## src/rtl/seg_pair_decoder.sv

```systemverilog
// Two-digit seven-segment readback: settles the segment pair, decodes it to
// a byte and holds it in a single-entry valid/ready output register.
module seg_pair_decoder #(
  parameter int STABLE_CYCLES = 4
) (
  input  logic       clk,
  input  logic       reset,
  input  logic [6:0] seg_hi,
  input  logic [6:0] seg_lo,
  input  logic       seg_valid,
  input  logic       out_ready,
  output logic [7:0] value_out,
  output logic       out_valid,
  output logic       bad_pattern,
  output logic       overrun
);

  localparam int CW = $clog2(STABLE_CYCLES + 1);
  localparam logic [CW-1:0] SC = CW'(STABLE_CYCLES);

  typedef enum logic {
    EMPTY = 1'b0,
    FULL  = 1'b1
  } ostate_e;

  // Bit 4 flags a legal hex glyph, bits 3:0 carry the digit.
  function automatic logic [4:0] dec7(input logic [6:0] s);
    logic [4:0] r;
    case (s)
      7'b1000000: r = 5'h10;
      7'b1111001: r = 5'h11;
      7'b0100100: r = 5'h12;
      7'b0110000: r = 5'h13;
      7'b0011001: r = 5'h14;
      7'b0010010: r = 5'h15;
      7'b0000010: r = 5'h16;
      7'b1111000: r = 5'h17;
      7'b0000000: r = 5'h18;
      7'b0010000: r = 5'h19;
      7'b0001000: r = 5'h1A;
      7'b0000011: r = 5'h1B;
      7'b1000110: r = 5'h1C;
      7'b0100001: r = 5'h1D;
      7'b0000110: r = 5'h1E;
      7'b0001110: r = 5'h1F;
      default:    r = 5'h00;
    endcase
    return r;
  endfunction

  ostate_e       state_q, state_d;
  logic [13:0]   cap_q, cap_d;
  logic [CW-1:0] cnt_q, cnt_d;
  logic [13:0]   last_q, last_d;
  logic          last_v_q, last_v_d;
  logic [7:0]    val_q, val_d;
  logic          bad_q, bad_d;
  logic          ovr_q, ovr_d;

  logic [13:0]   pair;
  logic [4:0]    dh, dl;
  logic          hit, report, load;

  // Settling counter, report detection and pattern decode.
  always_comb begin
    pair     = {seg_hi, seg_lo};
    cap_d    = cap_q;
    cnt_d    = cnt_q;
    last_d   = last_q;
    last_v_d = last_v_q;
    if (seg_valid) begin
      if (pair == cap_q) begin
        if (cnt_q != SC) cnt_d = cnt_q + CW'(1);
      end else begin
        cap_d = pair;
        cnt_d = CW'(1);
      end
    end else begin
      cnt_d = '0;
    end
    // A saturated counter only re-fires when a fresh pair restarts it.
    hit    = seg_valid && (cnt_d == SC) &&
             ((pair != cap_q) || (cnt_q != SC));
    report = hit && (!last_v_q || (pair != last_q));
    dh     = dec7(seg_hi);
    dl     = dec7(seg_lo);
    load   = report && dh[4] && dl[4];
    bad_d  = report && !(dh[4] && dl[4]);
    if (report) begin
      last_d   = pair;
      last_v_d = 1'b1;
    end
  end

  // Output register next state, value and sticky overrun.
  always_comb begin
    state_d = state_q;
    val_d   = val_q;
    ovr_d   = ovr_q;
    unique case (state_q)
      EMPTY: begin
        if (load) state_d = FULL;
      end
      FULL: begin
        if (load) begin
          if (!out_ready) ovr_d = 1'b1;
        end else if (out_ready) begin
          state_d = EMPTY;
        end
      end
      default: state_d = EMPTY;
    endcase
    if (load) val_d = {dh[3:0], dl[3:0]};
  end

  // Output state register.
  always_ff @(posedge clk) begin
    if (reset) state_q <= EMPTY;
    else       state_q <= state_d;
  end

  // Datapath registers.
  always_ff @(posedge clk) begin
    if (reset) begin
      cap_q    <= '0;
      cnt_q    <= '0;
      last_q   <= '0;
      last_v_q <= 1'b0;
      val_q    <= '0;
      bad_q    <= 1'b0;
      ovr_q    <= 1'b0;
    end else begin
      cap_q    <= cap_d;
      cnt_q    <= cnt_d;
      last_q   <= last_d;
      last_v_q <= last_v_d;
      val_q    <= val_d;
      bad_q    <= bad_d;
      ovr_q    <= ovr_d;
    end
  end

  assign value_out   = val_q;
  assign out_valid   = (state_q == FULL);
  assign bad_pattern = bad_q;
  assign overrun     = ovr_q;

endmodule

```

## config.mk

```make
export PLATFORM = sky130hd
export DESIGN_NAME = seg_pair_decoder
export DESIGN_NICKNAME = d
export VERILOG_FILES = /design/src/rtl/seg_pair_decoder.sv
export SDC_FILE = /design/constraint.sdc
export NUM_CORES = 1
export LEC_CHECK = 0
export BUFFER_PORTS_ARGS = -buffer_cell sky130_fd_sc_hd__buf_2
export CORE_ASPECT_RATIO = 1.75
export CORE_MARGIN = 5
export CORE_UTILIZATION = 60
export CTS_BUF_LIST = sky130_fd_sc_hd__clkbuf_8
export DETAILED_ROUTE_END_ITERATION = 10
export PLACE_DENSITY_LB_ADDON = 0.08
export SLEW_MARGIN = 20
export SYNTH_ARGS = -nofsm -noshare
export SYNTH_HDL_FRONTEND = slang
export SYNTH_SLANG_ARGS = --single-unit
```

## constraint.sdc

```tcl
create_clock -name clk -period 4.48 [get_ports clk]
set_clock_uncertainty 0.15 [all_clocks]
set_input_delay 0.672 -clock clk [delete_from_list [all_inputs] [get_ports clk]]
set_output_delay 0.672 -clock clk [all_outputs]
set_load 0.03 [all_outputs]
```

==> results.md <==
- Status: finished clean
- Worst r2r dst: value_out[1]
- Max Root-Sink Buffers: 2
- Initial Utilization: between 60% and 70%
- Crit path DAT: roughly 2.6 ns
- Largest net degree at the start of global routing: 43
- WP buf/inv: 1
- Setup crit end: value_out[4]
- Cell chain of the critical path: buf_2 -> nor4bb_1 -> a22oi_1 -> and2_1 -> a22oi_4 -> and3_1 -> nor3_2
- Final Cycle Share: 57.00%
- H-tree Lvls: 2
- Remaining antenna violation count: 0
- Post-DP HPWL: approximately 4200 um
- Startpoint Class: input pin
- Area contributors post-synth: dfxtp_1 32%, mux2i_1 6.3%, a21oi_1 5.5%, xnor2_1 5.5%, xor2_1 4.8%
- Warnings, synthesis: 0
- Number of core rows: 32
- Setup_tns: 0 ns
- Starting DRT DRC Count: 111
- Clock share of power: 31.1%
- Slowest Stage Delay on Critical Path: 0.53 ns
- RSZ-0062 raised after global routing: no
- Post-synthesis sequential area ratio: a little under a third
- Worst reg2reg path depth: 9
- Net count after synthesis: 345
- Pwr Total: about 0.72 mW
- CP Capture Type: flip-flop
- Final Hold Fails: 0
- FF+latch count, synth: 43
- Total gr overflow: 0
- Main synth FF type: dfxtp_1
- CP Depth: 7
- Pre-antenna DRT Iters: 4
- Launch point of the critical path: seg_hi[1]
- Register share of total power: 54.5%
- Minimum clock period: around 2.6 ns
- Via count: around 2200
- Root buffer cell: clkbuf_8
- Slowest CP cell: nor4bb_1
- GPL Wtd Cong: roughly 0.75
- Die width: 60.85 um
- Sink Count: 43
- Area Growth Syn to Fin: 3.364%
- Top cell type's share of synthesized area: about a third
- Layout cells sized above 1: 14.72%
- Clock Pin Slew Worst Setup and Hold Paths: 0.07 ns
- Number of port buffers: 28
- Die Area: about 0.0060 sq mm
- Async SR Flop Fraction: 0%
- Max-slew violations: 0
- VDD IR max: about 0.00019 V
- Worst Hold Class: reg2reg
- Fmax: 0.3916 GHz
- IO Count: 29
- Crit path max-delay family: simple AND/OR/NAND/NOR gates
- Hold path depth: 2
- Critical path class: in2reg
- Global Route Usage Sum: a little over a fifth
- Synth Instances: between 300 and 400
- Post-synth cell types: 51
- Post-CTS repair timing setup buffer count: 0
- Switching Share: between 20% and 30%
- Vias in the first global route: roughly 2100
- Mapped Avg Cell Area: 8.354 sq um
- Reg-to-reg startpoint: cnt_q[0]
- Skew-Pair Late Insertion Delay: approximately 0.29 ns
- Leakage: 1.012 nW
- Worst Path Max Fanout: 19
- DRC viols: 0
- Synthesized area: between 0.002 and 0.003 sq mm
- Diodes inserted: 0
- Synth area leader: dfxtp_1
- Switching power: a little under 0.2 mW
- CTS resizes: 0
- Layout Nets: between 300 and 400
- Power share of the combinational group: about 14%
- Initial antenna violation count: 0
- CTS Hold Buffers Added: 0
- Final setup violation count: 0
- Avg WL per Cell: ~16 um
- Die Span Y: approximately 99 um
- Total wire length: a little over 6000 um
- EDFF count, synth: 0
- CTS tree: built
- P_int: 0.5290 mW
- Vias per Instance: approximately 5.9
- Slew HR: between 40% and 50%
- Max-Cap Viols: 0
- Slew @ Worst Pin: between 0.8 and 0.9 ns
- CTS Buf Count: 5
- Core area: roughly 0.0044 sq mm
- Required time of the worst setup path: around 4.5 ns
- First-pass GRT wire length: around 10000 um
- FILL cells: roughly 430
- R2r setup slk: a little over 2 ns
- Cell Pwr Density: ~260 mW/mm^2
==> final cells by class <==
class	instances	area [sq um]	area share (%)
multi-input combinational	244	1643	58.54
tap	51	63.81	2.274
sequential	43	860.8	30.67
clock buffer	5	68.82	2.452
timing repair buffer	30	155.1	5.528
clock inverter	1	3.754	0.1337
inverter	3	11.26	0.4012
==> worst min path at each step <==
stage	endpoint	start
after global routing	cap_q[6]	cap_q[6]
after detailed placement	overrun	overrun
after floorplan	last_v_q	last_v_q
final	cap_q[5]	cap_q[5]
after CTS	cap_q[6]	cap_q[6]
after global placement	last_v_q	last_v_q
==> metal layers <==
layer	part of all wire [%]	track usage, %
met3	3.1	3.801
met1	44	26.29
met5	0	0
met4	2.6	9.516
met2	50	35.45
==> power by group through the flow <==
stage,Sequential [mW],Clock [mW],Combinational (mW)
2_1_floorplan,0.402,0,0.0846
3_3_place_gp,0.403,0,0.102
3_5_place_dp,0.403,0,0.104
4_1_cts,0.394,0.229,0.104
5_1_grt,0.395,0.248,0.114
6_report,0.394,0.225,0.104
==> flip-flops by register name, indices dropped and copies added, names as in the netlist <==
name         cells
cap_q           14
last_q          14
value_out        8
cnt_q            3
bad_pattern      1
last_v_q         1
out_valid        1
overrun          1
==> Yosys cell counts, drive strengths merged, types with 10 or more instances <==
master,instances
xor2,15
xnor2,17
dfxtp,43
nor2,29
mux2i,17
nand2,18
and3,10
clkbuf,12
a21oi,30
buf,23
nand3,20
nor3,14
==> stage by stage <==
| step | cell area [sq um] | setup slack, ns | utilization [%] | instances | hold WS (ns) |
|---|---|---|---|---|---|
| floorplan | 2715 | 2.082 | - | 325 | 0.2899 |
| global placement | 2734 | 1.647 | 62.07 | 371 | 0.3022 |
| CTS | 2806 | 1.913 | 63.72 | 377 | 0.3187 |
| global route | 2806 | 1.717 | 63.72 | 377 | 0.3347 |
| detailed placement | 2734 | 1.627 | 62.07 | 371 | 0.3035 |
| finish | 2806 | 1.926 | 63.72 | 377 | 0.3190 |
==> worst reg2reg max path: cells and delay by family (launching register included) <==
kind	cells	cell delay (ns)
AO/OA/AOI/OAI	2	0.34
AND/OR/NAND/NOR	3	0.65
buffers and inverters	2	0.44
flip-flops	1	0.36
multiplexers	1	0.13
adder cells (fa/ha/maj)	1	0.22
==> cells in the final DEF, fill, tap and decap left out, types with 4 or more instances in the layout <==
cell type | netlist | final
dfxtp_1 | 43 | 43
a21oi_1 | 30 | 30
nor2_1 | 29 | 29
buf_2 | 13 | 28
nand3_1 | 20 | 20
nand2_1 | 18 | 18
mux2i_1 | 17 | 17
xnor2_1 | 17 | 17
xor2_1 | 15 | 15
and3_1 | 9 | 9
nor3_2 | 7 | 7
nand2b_1 | 6 | 6
nor3_1 | 6 | 6
nor4bb_1 | 6 | 6
o21ai_0 | 6 | 6
nor4_1 | 5 | 5
nand4_1 | 5 | 5
clkbuf_8 | 0 | 5
inv_1 | 3 | 4
nand4b_1 | 4 | 4
nor2b_1 | 4 | 4
nor3b_1 | 4 | 4
==> cells by family after synthesis <==
group | after synthesis | share of synthesized area (%)
simple gates | 137 | 29.77
compound gates | 56 | 13.23
flops | 43 | 31.71
buf+inv | 38 | 7.788
xor+xnor | 32 | 10.32
mux | 17 | 6.267
fa+ha+maj | 2 | 0.9215
Power figures use the tool's default switching activity.
